--- src/rtl/renode_apb3_pkg.sv ---
// Shared types for the Renode APB3 requester: FSM states, bus typedefs and
// the DataWidth legality check used at elaboration.
package renode_apb3_pkg;

  localparam int DefAddressWidth = 20;
  localparam int DefDataWidth    = 32;

  typedef logic [DefAddressWidth-1:0] address_t;
  typedef logic [DefDataWidth-1:0]    data_t;

  typedef enum logic [1:0] {
    IDLE    = 2'd0,
    SETUP   = 2'd1,
    ACCESS  = 2'd2,
    RESPOND = 2'd3
  } state_e;

  function automatic bit data_width_legal(input int width);
    return (width == 8) || (width == 16) || (width == 24) || (width == 32);
  endfunction

endpackage

--- src/rtl/renode_apb3_requester_if.sv ---
// Request/response channel plus APB3 bus; master is the requester's view,
// slave is the view of the Renode front end and the completer combined.
interface renode_apb3_requester_if #(
  parameter int AddressWidth = 20,
  parameter int DataWidth    = 32
);

  logic                    req_valid;
  logic                    req_ready;
  logic                    req_write;
  logic [AddressWidth-1:0] req_addr;
  logic [DataWidth-1:0]    req_wdata;

  logic                    rsp_valid;
  logic                    rsp_ready;
  logic [DataWidth-1:0]    rsp_rdata;
  logic                    rsp_error;
  logic                    rsp_timeout;

  logic [AddressWidth-1:0] paddr;
  logic                    pselx;
  logic                    penable;
  logic                    pwrite;
  logic [DataWidth-1:0]    pwdata;
  logic                    pready;
  logic [DataWidth-1:0]    prdata;
  logic                    pslverr;

  modport master (
    input  req_valid, req_write, req_addr, req_wdata, rsp_ready,
    input  pready, prdata, pslverr,
    output req_ready, rsp_valid, rsp_rdata, rsp_error, rsp_timeout,
    output paddr, pselx, penable, pwrite, pwdata
  );

  modport slave (
    output req_valid, req_write, req_addr, req_wdata, rsp_ready,
    output pready, prdata, pslverr,
    input  req_ready, rsp_valid, rsp_rdata, rsp_error, rsp_timeout,
    input  paddr, pselx, penable, pwrite, pwdata
  );

endinterface

--- src/rtl/renode_apb3_timeout.sv ---
// Wait-state counter: counts enabled cycles, flags expiry at Limit-1.
// Limit == 0 never expires; clear has priority over enable.
module renode_apb3_timeout #(
  parameter int Limit = 256
) (
  input  logic clk_i,
  input  logic rst_i,
  input  logic clr_i,
  input  logic en_i,
  output logic expired_o
);

  localparam int CntW = (Limit > 1) ? $clog2(Limit) : 1;

  logic [CntW-1:0] cnt_q;
  logic [CntW-1:0] cnt_d;

  assign expired_o = (Limit != 0) && (cnt_q == CntW'(Limit - 1));

  always_comb begin
    cnt_d = cnt_q;
    if (clr_i) begin
      cnt_d = '0;
    end else if (en_i && !expired_o) begin
      cnt_d = cnt_q + 1'b1;
    end
  end

  always_ff @(posedge clk_i) begin
    if (rst_i) begin
      cnt_q <= '0;
    end else begin
      cnt_q <= cnt_d;
    end
  end

endmodule

--- src/rtl/renode_apb3_requester.sv ---
// APB3 manager for Renode co-simulation: one command in flight, 3 cycles from
// acceptance to response plus one per wait state; response held until rsp_ready.
module renode_apb3_requester
  import renode_apb3_pkg::*;
#(
  parameter int AddressWidth  = 20,
  parameter int DataWidth     = 32,
  parameter int TimeoutCycles = 256
) (
  input  logic                      pclk,
  input  logic                      preset,
  renode_apb3_requester_if.master   bus
);

  if (!data_width_legal(DataWidth)) begin : g_dw_check
    $error("renode_apb3_requester: DataWidth %0d must be 8, 16, 24 or 32", DataWidth);
  end

  state_e                  state_q;
  logic [AddressWidth-1:0] paddr_q;
  logic [DataWidth-1:0]    pwdata_q;
  logic                    pselx_q;
  logic                    penable_q;
  logic                    pwrite_q;
  logic                    rsp_valid_q;
  logic [DataWidth-1:0]    rsp_rdata_q;
  logic                    rsp_error_q;
  logic                    rsp_timeout_q;

  logic cnt_clr;
  logic cnt_en;
  logic cnt_expired;

  assign cnt_en  = (state_q == ACCESS) && !bus.pready;
  assign cnt_clr = (state_q == RESPOND) && bus.rsp_ready;

  renode_apb3_timeout #(
    .Limit (TimeoutCycles)
  ) u_timeout (
    .clk_i     (pclk),
    .rst_i     (preset),
    .clr_i     (cnt_clr),
    .en_i      (cnt_en),
    .expired_o (cnt_expired)
  );

  always_ff @(posedge pclk) begin
    if (preset) begin
      state_q       <= IDLE;
      paddr_q       <= '0;
      pwdata_q      <= '0;
      pselx_q       <= 1'b0;
      penable_q     <= 1'b0;
      pwrite_q      <= 1'b0;
      rsp_valid_q   <= 1'b0;
      rsp_rdata_q   <= '0;
      rsp_error_q   <= 1'b0;
      rsp_timeout_q <= 1'b0;
    end else begin
      unique case (state_q)
        IDLE: begin
          if (bus.req_valid) begin
            paddr_q  <= bus.req_addr;
            pwrite_q <= bus.req_write;
            // Reads leave pwdata alone so the bus stays quiet.
            if (bus.req_write) begin
              pwdata_q <= bus.req_wdata;
            end
            pselx_q  <= 1'b1;
            state_q  <= SETUP;
          end
        end
        SETUP: begin
          penable_q <= 1'b1;
          state_q   <= ACCESS;
        end
        ACCESS: begin
          if (bus.pready) begin
            pselx_q       <= 1'b0;
            penable_q     <= 1'b0;
            rsp_valid_q   <= 1'b1;
            rsp_rdata_q   <= pwrite_q ? '0 : bus.prdata;
            rsp_error_q   <= bus.pslverr;
            rsp_timeout_q <= 1'b0;
            state_q       <= RESPOND;
          end else if (cnt_expired) begin
            pselx_q       <= 1'b0;
            penable_q     <= 1'b0;
            rsp_valid_q   <= 1'b1;
            rsp_rdata_q   <= '0;
            rsp_error_q   <= 1'b1;
            rsp_timeout_q <= 1'b1;
            state_q       <= RESPOND;
          end
        end
        RESPOND: begin
          if (bus.rsp_ready) begin
            rsp_valid_q <= 1'b0;
            state_q     <= IDLE;
          end
        end
        default: state_q <= IDLE;
      endcase
    end
  end

  assign bus.req_ready   = (state_q == IDLE);
  assign bus.rsp_valid   = rsp_valid_q;
  assign bus.rsp_rdata   = rsp_rdata_q;
  assign bus.rsp_error   = rsp_error_q;
  assign bus.rsp_timeout = rsp_timeout_q;
  assign bus.paddr       = paddr_q;
  assign bus.pselx       = pselx_q;
  assign bus.penable     = penable_q;
  assign bus.pwrite      = pwrite_q;
  assign bus.pwdata      = pwdata_q;

endmodule

--- src/flat_wrapper.sv ---
// flat-port wrapper written by rule: the top's interface ports become plain ports
module renode_apb3_requester_flat import renode_apb3_pkg::*;
#(
  parameter int AddressWidth  = 20,
  parameter int DataWidth     = 32,
  parameter int TimeoutCycles = 256
)
  (pclk, preset, bus_req_valid, bus_req_write, bus_req_addr, bus_req_wdata, bus_rsp_ready, bus_pready, bus_prdata, bus_pslverr, bus_req_ready, bus_rsp_valid, bus_rsp_rdata, bus_rsp_error, bus_rsp_timeout, bus_paddr, bus_pselx, bus_penable, bus_pwrite, bus_pwdata);
  renode_apb3_requester_if #(.AddressWidth(AddressWidth), .DataWidth(DataWidth)) bus_i ();
  input  logic pclk;
  input  logic preset;
  input wire logic [$bits(bus_i.req_valid)-1:0] bus_req_valid;
  input wire logic [$bits(bus_i.req_write)-1:0] bus_req_write;
  input wire logic [$bits(bus_i.req_addr)-1:0] bus_req_addr;
  input wire logic [$bits(bus_i.req_wdata)-1:0] bus_req_wdata;
  input wire logic [$bits(bus_i.rsp_ready)-1:0] bus_rsp_ready;
  input wire logic [$bits(bus_i.pready)-1:0] bus_pready;
  input wire logic [$bits(bus_i.prdata)-1:0] bus_prdata;
  input wire logic [$bits(bus_i.pslverr)-1:0] bus_pslverr;
  output wire logic [$bits(bus_i.req_ready)-1:0] bus_req_ready;
  output wire logic [$bits(bus_i.rsp_valid)-1:0] bus_rsp_valid;
  output wire logic [$bits(bus_i.rsp_rdata)-1:0] bus_rsp_rdata;
  output wire logic [$bits(bus_i.rsp_error)-1:0] bus_rsp_error;
  output wire logic [$bits(bus_i.rsp_timeout)-1:0] bus_rsp_timeout;
  output wire logic [$bits(bus_i.paddr)-1:0] bus_paddr;
  output wire logic [$bits(bus_i.pselx)-1:0] bus_pselx;
  output wire logic [$bits(bus_i.penable)-1:0] bus_penable;
  output wire logic [$bits(bus_i.pwrite)-1:0] bus_pwrite;
  output wire logic [$bits(bus_i.pwdata)-1:0] bus_pwdata;
  assign bus_i.req_valid = bus_req_valid;
  assign bus_i.req_write = bus_req_write;
  assign bus_i.req_addr = bus_req_addr;
  assign bus_i.req_wdata = bus_req_wdata;
  assign bus_i.rsp_ready = bus_rsp_ready;
  assign bus_i.pready = bus_pready;
  assign bus_i.prdata = bus_prdata;
  assign bus_i.pslverr = bus_pslverr;
  assign bus_req_ready = bus_i.req_ready;
  assign bus_rsp_valid = bus_i.rsp_valid;
  assign bus_rsp_rdata = bus_i.rsp_rdata;
  assign bus_rsp_error = bus_i.rsp_error;
  assign bus_rsp_timeout = bus_i.rsp_timeout;
  assign bus_paddr = bus_i.paddr;
  assign bus_pselx = bus_i.pselx;
  assign bus_penable = bus_i.penable;
  assign bus_pwrite = bus_i.pwrite;
  assign bus_pwdata = bus_i.pwdata;
  renode_apb3_requester #(.AddressWidth(AddressWidth), .DataWidth(DataWidth), .TimeoutCycles(TimeoutCycles)) u_core (.pclk(pclk), .preset(preset), .bus(bus_i));
endmodule
--- config.mk ---
export PLATFORM = sky130hd
export DESIGN_NAME = renode_apb3_requester_flat
export DESIGN_NICKNAME = d
export VERILOG_FILES = /design/src/rtl/renode_apb3_pkg.sv /design/src/rtl/renode_apb3_requester_if.sv /design/src/rtl/renode_apb3_timeout.sv /design/src/rtl/renode_apb3_requester.sv /design/src/flat_wrapper.sv
export SDC_FILE = /design/constraint.sdc
export NUM_CORES = 1
export LEC_CHECK = 0
export ABC_AREA = 1
export BUFFER_PORTS_ARGS = -buffer_cell sky130_fd_sc_hd__buf_2
export CAP_MARGIN = 5
export CELL_PAD_IN_SITES_DETAIL_PLACEMENT = 0
export CELL_PAD_IN_SITES_GLOBAL_PLACEMENT = 1
export CORE_MARGIN = 2
export CORE_UTILIZATION = 29
export DETAILED_ROUTE_END_ITERATION = 8
export GPL_ROUTABILITY_DRIVEN = 0
export PLACE_DENSITY = 0.8
export RECOVER_POWER = 100
export SLEW_MARGIN = 20
export SYNTH_ARGS = -nofsm -noshare
export SYNTH_HDL_FRONTEND = slang
export SYNTH_SLANG_ARGS = --single-unit
--- constraint.sdc ---
create_clock -name pclk -period 1.38 [get_ports pclk]
set_input_delay 0 -clock pclk [delete_from_list [all_inputs] [get_ports pclk]]
set_output_delay 0 -clock pclk [all_outputs]
set_load 0.02 [all_outputs]
==> flow_summary.json, run 1 <==
{
  "cts_buffer_depth": 2,
  "synth.ff_latch_count": 100,
  "placed_cell_area_um2": 5420,
  "syn_area_per_cell_um2": 7.332,
  "fmaxAchievable_ghz": 0.6977,
  "die_w_um": 123.5,
  "fp-row-count": 43,
  "worst-path-max-fanout": 10,
  "crit_top_cell": "nand2_4",
  "drtPass1Iterations": 5,
  "drc": 0,
  "drive_above_1_share": 0.2386,
  "path_cells": "ha_4 -> nand2_4 -> nor2_4 -> nand2_4 -> nand2_4 -> buf_12 -> clkbuf_16 -> nand3_1 -> nand2_1 -> nor2_1",
  "initialDrtViolationCount": 297,
  "run_status": "finished, violations left",
  "grt_pass1_vias": 4295,
  "layout.nets": 946,
  "layout_commonest_cell": "nand2_1",
  "tightest_slew_ns": 0.4499,
  "grt_overflow": 0,
  "startpoint_type": "flip-flop",
  "postRouteAntennaNets": 0,
  "cts_made_buffers": 9,
  "max_stage_delay_ns": 0.35,
  "period_minus_slack_ns": 1.433,
  "maxSlewViolCount": 0,
  "ys_warn_count": 0,
  "cts_tree": "yes",
  "worstSetupEndpointType": "flip-flop",
  "finalInstanceArea_um2": 6799,
  "yosysSeqAreaShare": 0.4832,
  "num_vias": 4630,
  "die_h_um": 123.5,
  "finalSetupViolations": 32,
  "core_area_um2": 13930,
  "grt_max_degree": 56,
  "hold_viol_final": 0,
  "crit_slowest_cell": "dfxtp_2",
  "syn_nets": 661,
  "grtUsageTotal": 0.1696,
  "synth_cell_types": 28,
  "synth_cells": 565,
  "irDropWorstVdd_v": 0.001029,
  "timing.slew.headroom": 0.7001,
  "p_leak_uw": 0.002844,
  "antenna_found_initial": 0,
  "die-area_um2": 15260,
  "via_per_inst": 4.469,
  "final_util": 0.4879,
  "worstPathArrival_ns": 1.69,
  "synth_area_um2": 4143,
  "grt_first_pass_wirelength_um": 20470,
  "period_share": 1.039,
  "cap_violations": 0,
  "worst_slack_ns": -0.05330,
  "rrSetupSlack_ns": -0.05,
  "violations": "setup timing",
  "initial_utilization": 0.2973,
  "final_cells": 1036,
  "required_ns": 1.64,
  "clockRootBuffer": "clkbuf_16",
  "grt_setup_unrepaired": "true",
  "finClkSkew_ns": 0.007679,
  "cts.clk_slew.worst_paths_ns": 0.07,
  "port-buffer-count": 181,
  "totalWireLength_um": 13410,
  "worstHoldPathType": "primary input to flip-flop",
  "final_cell_mix": "nand2_1, nor2_1, dfxtp_1",
  "critical_path_class": "flip-flop to flip-flop",
  "p_per_area_nw_per_um2": 1554,
  "boundaryPins": 182,
  "dpl.hpwl_um": 8205,
  "power_uw": 10560,
  "dp.cells": 922,
  "clkSinkCount": 100,
  "syn_to_final_growth_pct": 64.12,
  "avgRoutedWirePerCell_um": 12.95,
  "ctsHtreeMaxLevel": 3,
  "insertion_delay_ns": 0.35
}
[cell type report]
class / instances / area (µm²)
well taps: 180 / 225.2
flip-flops and latches: 100 / 2007
inverters: 20 / 85.08
clock inverters: 7 / 83.83
multi-input cells: 408 / 2011
repair buffers: 311 / 2160
fillers: 1391 / 7136
diodes: 1 / 2.502
clock buffers: 9 / 225.2
[worst max-delay path, delay by kind of cell, from the launching register on]
| family | cells | cell delay (ns) |
|---|---|---|
| DFF | 1 | 0.35 |
| buffers and inverters | 2 | 0.27 |
| and+or+nand+nor | 7 | 0.55 |
| adders and majority gates | 1 | 0.15 |
[repair_timing]
item,in CTS,in global routing
gates resized for setup,12,44
setup buffers,3,5
cloned,1,2
pin swaps,5,12
hold endpoints to repair,88,0
endpoints found under the setup margin,32,90
hold buffers,87,0
[Yosys cell counts]
cell type / instances / area, µm²
inv_1: 15 / 56.30
o21ai_0: 23 / 115.1
nor2_2: 1 / 6.260
buf_2: 9 / 45.04
nand3b_1: 1 / 7.510
nand2_2: 3 / 18.77
a21oi_2: 4 / 35.03
nor2_1: 119 / 446.7
nand4_1: 3 / 18.77
clkbuf_1: 23 / 86.33
a31oi_1: 1 / 6.260
clkinv_1: 1 / 3.750
xor2_1: 1 / 8.760
inv_2: 3 / 11.26
nand2_4: 2 / 22.52
ha_1: 5 / 62.56
o31ai_1: 1 / 7.510
nand3_2: 2 / 20.02
nand3_1: 74 / 370.4
buf_4: 1 / 7.510
dfxtp_1: 100 / 2002
nand2_1: 124 / 465.5
clkinv_2: 1 / 5.000
a21oi_1: 39 / 195.2
buf_6: 4 / 45.04
nor2_4: 3 / 33.78
buf_12: 1 / 20.02
nand2_8: 1 / 20.02
[worst paths after layout]
path	startpoint	to	depth (start not counted)
max	u_core.u_timeout.cnt_q[0]	u_core.bus.rsp_rdata[2]	10
min	bus_pready	u_core.bus.rsp_timeout	4
max reg2reg	u_core.u_timeout.cnt_q[0]	u_core.bus.rsp_rdata[2]	10
min reg2reg	u_core.bus.rsp_valid	u_core.bus.rsp_valid	2
[power breakdown]
part	leakage (µW)	internal, µW	total, µW	switching (µW)
registers	0.000817	3460	3800	343
clock network	0.000142	1440	2660	1220
logic	0.00188	1570	4100	2530
[registers in the layout, indices dropped and copies added (netlist names)]
register / count
u_core.bus.paddr: 20
u_core.bus.penable: 1
u_core.bus.pselx: 1
u_core.bus.pwdata: 32
u_core.bus.pwrite: 1
u_core.bus.rsp_error: 1
u_core.bus.rsp_rdata: 32
u_core.bus.rsp_timeout: 1
u_core.bus.rsp_valid: 1
u_core.state_q: 2
u_core.u_timeout.cnt_q: 8
[kinds of logic after synthesis]
family          count (synthesis)  synth area share
xor+xnor                        1          0.002115
simple gates                  333            0.3452
fa+ha+maj                       5           0.01510
compound gates                 68           0.08668
buf+inv                        58           0.06765
flops                         100            0.4832
[metal layers]
metal  up-vias  share of wire  track usage
li1       2384              -            -
met1      2081           0.44       0.2067
met2       158           0.47       0.2861
met3         7          0.080      0.05996
met4         0         0.0074      0.03906
met5         -              0            0
[per-stage QoR]
step / worst slack, ns / setup TNS [ns] / hold slack (ns)
5_1_grt: -0.1295 / -5.245 / 0.06907
3_3_place_gp: -0.04982 / -0.09532 / 0.2524
4_1_cts: -0.02437 / -0.4251 / 0.03254
3_5_place_dp: -0.04978 / -0.1761 / 0.2587
6_report: -0.05330 / -1.069 / 0.03984
2_1_floorplan: -0.05299 / -1.669 / 0.1648
Note: power is estimated with default switching activity, not from simulation.
==> run 2, diff against run 1 <==
CORE_UTILIZATION = 30   (was 29)
CTS_BUF_LIST = sky130_fd_sc_hd__clkbuf_2 sky130_fd_sc_hd__clkbuf_4 sky130_fd_sc_hd__clkbuf_8   (was not set)
PLACE_DENSITY = 0.82   (was 0.8)
==> run 2 against run 1 <==
  * Critical endpoint is now u_core.bus.rsp_rdata[28]
  * Fmax fell by 0.47%
  * Total power fell by 6.4%
  * Routed wire length rose by 4.8%
  * The flow still finishes with violations (setup timing)
  * Clock power fell by 32%
  * Combinational power rose by 5%
  * Setup slack got worse by 0.0068 ns
==> flow_summary.json, run 2 (same netlist as run 1, synthesis figures left out) <==
{
  "layout_commonest_cell": "nand2_1",
  "finalInstanceArea_um2": 6838,
  "cts_tree": "yes",
  "critical_path_class": "flip-flop to flip-flop",
  "final_util": 0.5123,
  "placed_cell_area_um2": 5393,
  "dpl.hpwl_um": 8205,
  "avgRoutedWirePerCell_um": 13.56,
  "cts.clk_slew.worst_paths_ns": 0.10,
  "fp-row-count": 42,
  "fmaxAchievable_ghz": 0.6944,
  "initial_utilization": 0.3104,
  "finalSetupViolations": 40,
  "core_area_um2": 13350,
  "grt_overflow": 0,
  "worstPathArrival_ns": 1.73,
  "clock_power_share": 0.183,
  "period_share": 1.044,
  "period_minus_slack_ns": 1.440,
  "crit_slowest_cell": "dfxtp_2",
  "layout.nets": 951,
  "p_switching_uw": 4051,
  "port-buffer-count": 181,
  "grt_first_pass_wirelength_um": 20590,
  "finClkSkew_ns": 0.007731,
  "totalWireLength_um": 14050,
  "crit_top_cell": "nand2_4",
  "grt_pass1_vias": 4351,
  "p_leak_uw": 0.002840,
  "clockRootBuffer": "clkbuf_8",
  "p_per_area_nw_per_um2": 1446,
  "num_vias": 4696,
  "num-fill-cells": 1315,
  "cap_violations": 0,
  "final_cell_mix": "nand2_1, nor2_1, dfxtp_1",
  "initialDrtViolationCount": 213,
  "p_int_uw": 5834,
  "cts_buffer_depth": 2,
  "p_comb_frac": 0.435,
  "num_antenna_cells": 0,
  "via_per_inst": 4.533,
  "insertion_delay_ns": 0.38,
  "run_status": "finished, violations left",
  "required_ns": 1.67,
  "clkSinkCount": 100,
  "boundaryPins": 182,
  "maxSlewViolCount": 0,
  "cpLargestDelayFamily": "simple AND/OR/NAND/NOR gates",
  "path_buf_inv": 2,
  "swShare": 0.4098,
  "irDropWorstVdd_v": 0.0008309,
  "drtPass1Iterations": 4,
  "postRouteAntennaNets": 0,
  "cts_made_buffers": 9,
  "grt_max_degree": 56,
  "max_stage_delay_ns": 0.36,
  "tightest_slew_ns": 0.3837,
  "worst_slack_ns": -0.06010,
  "path_cells": "ha_4 -> nand2_4 -> nor2_4 -> nand2_4 -> nand2_4 -> buf_12 -> clkbuf_16 -> nand3_1 -> nand2_1 -> nor2_1",
  "die_w_um": 121.5,
  "drc": 0,
  "ctsHtreeMaxLevel": 3,
  "grt_setup_unrepaired": "true",
  "drive_above_1_share": 0.2547,
  "worstHoldPathType": "primary input to flip-flop",
  "startpoint_type": "flip-flop",
  "antenna_found_initial": 1,
  "worst-path-max-fanout": 7,
  "power.share.sequential": 0.382,
  "violations": "setup timing",
  "syn_to_final_growth_pct": 65.06,
  "timing.slew.headroom": 0.7442,
  "hold_viol_final": 0,
  "grtUsageTotal": 0.1751,
  "die-area_um2": 14760,
  "worstSetupEndpointType": "flip-flop",
  "die_h_um": 121.5
}
==> run 2: cell types whose count changed in the layout (fill, tap and decap cells not counted), moves of 3 or more <==
| cell | change |
|---|---|
| nand2_2 | -4 |
| clkinv_4 | +4 |
| nand3_2 | +18 |
| clkbuf_8 | +9 |
| nand3_1 | -18 |
| clkbuf_16 | -3 |
| nand2_1 | +5 |
==> run 2: routing by layer <==
metal	wire, µm	up-vias	GRT usage	share of wire
met2	6683	175	0.3027	0.48
li1	-	2387	-	-
met4	229	2	0.04239	0.016
met1	5995	2110	0.2073	0.43
met5	7	-	0	0.00050
met3	1137	22	0.06297	0.081
==> run 2: worst paths after layout <==
path	to	slack [ns]	from	cells after the start
hold / removal	u_core.bus.rsp_timeout	0.02	bus_pready	4
setup / recovery	u_core.bus.rsp_rdata[28]	-0.06	u_core.u_timeout.cnt_q[1]	10
hold reg to reg	u_core.bus.penable	0.47	u_core.bus.penable	2
setup reg to reg	u_core.bus.rsp_rdata[28]	-0.06	u_core.u_timeout.cnt_q[1]	10
==> run 2: layout make-up <==
| cell class | count | area (µm²) | area share |
|---|---|---|---|
| clock buffer | 9 | 123.9 | 0.01812 |
| clock inverter | 7 | 60.06 | 0.008783 |
| inverter | 20 | 85.08 | 0.01244 |
| multi-input combinational | 408 | 2062 | 0.3016 |
| sequential | 100 | 2006 | 0.2933 |
| tap | 176 | 220.2 | 0.03220 |
| timing repair buffer | 316 | 2281 | 0.3336 |
==> run 2: per-stage QoR <==
stage / std cells / total power, µW / hold WS, ns / TNS [ns] / worst slack, ns
after floorplan: 565 / 6190 / 0.1648 / -1.669 / -0.05299
after CTS: 1024 / 9643 / 0.001168 / -0.09740 / -0.01772
after global placement: 915 / 7464 / 0.2549 / -0.000001221 / -0.000001221
final: 1036 / 9885 / 0.01895 / -1.210 / -0.06010
after global routing: 1036 / 10540 / 0.02127 / -7.890 / -0.1397
after detailed placement: 915 / 7485 / 0.2596 / -0.2227 / -0.04029
==> run 2: power groups by stage <==
stage	Sequential, µW	Clock [µW]	Combinational (µW)
6_report	3780	1800	4300
5_1_grt	3840	2010	4700
4_1_cts	3770	1900	3980
3_5_place_dp	3820	0	3670
3_3_place_gp	3800	0	3660
2_1_floorplan	4430	0	1760
==> run 2: what timing repair did <==
item                       CTS  global route
setup endpoints to repair   58            72
hold endpoints to repair    91             0
gates resized for setup     17            35
hold buffers                88             0
cloned                       1            10
pin swaps                    5            28
setup buffers                4             2
==> run 2: worst reg2reg max path, stage by stage (launching register included) <==
cell	delay (ns)
dfxtp_2	0.36
ha_4	0.15
nand2_4	0.06
nor2_4	0.14
nand2_4	0.08
nand2_4	0.08
buf_12	0.14
clkbuf_16	0.15
nand3_1	0.06
nand2_1	0.07
nor2_1	0.04
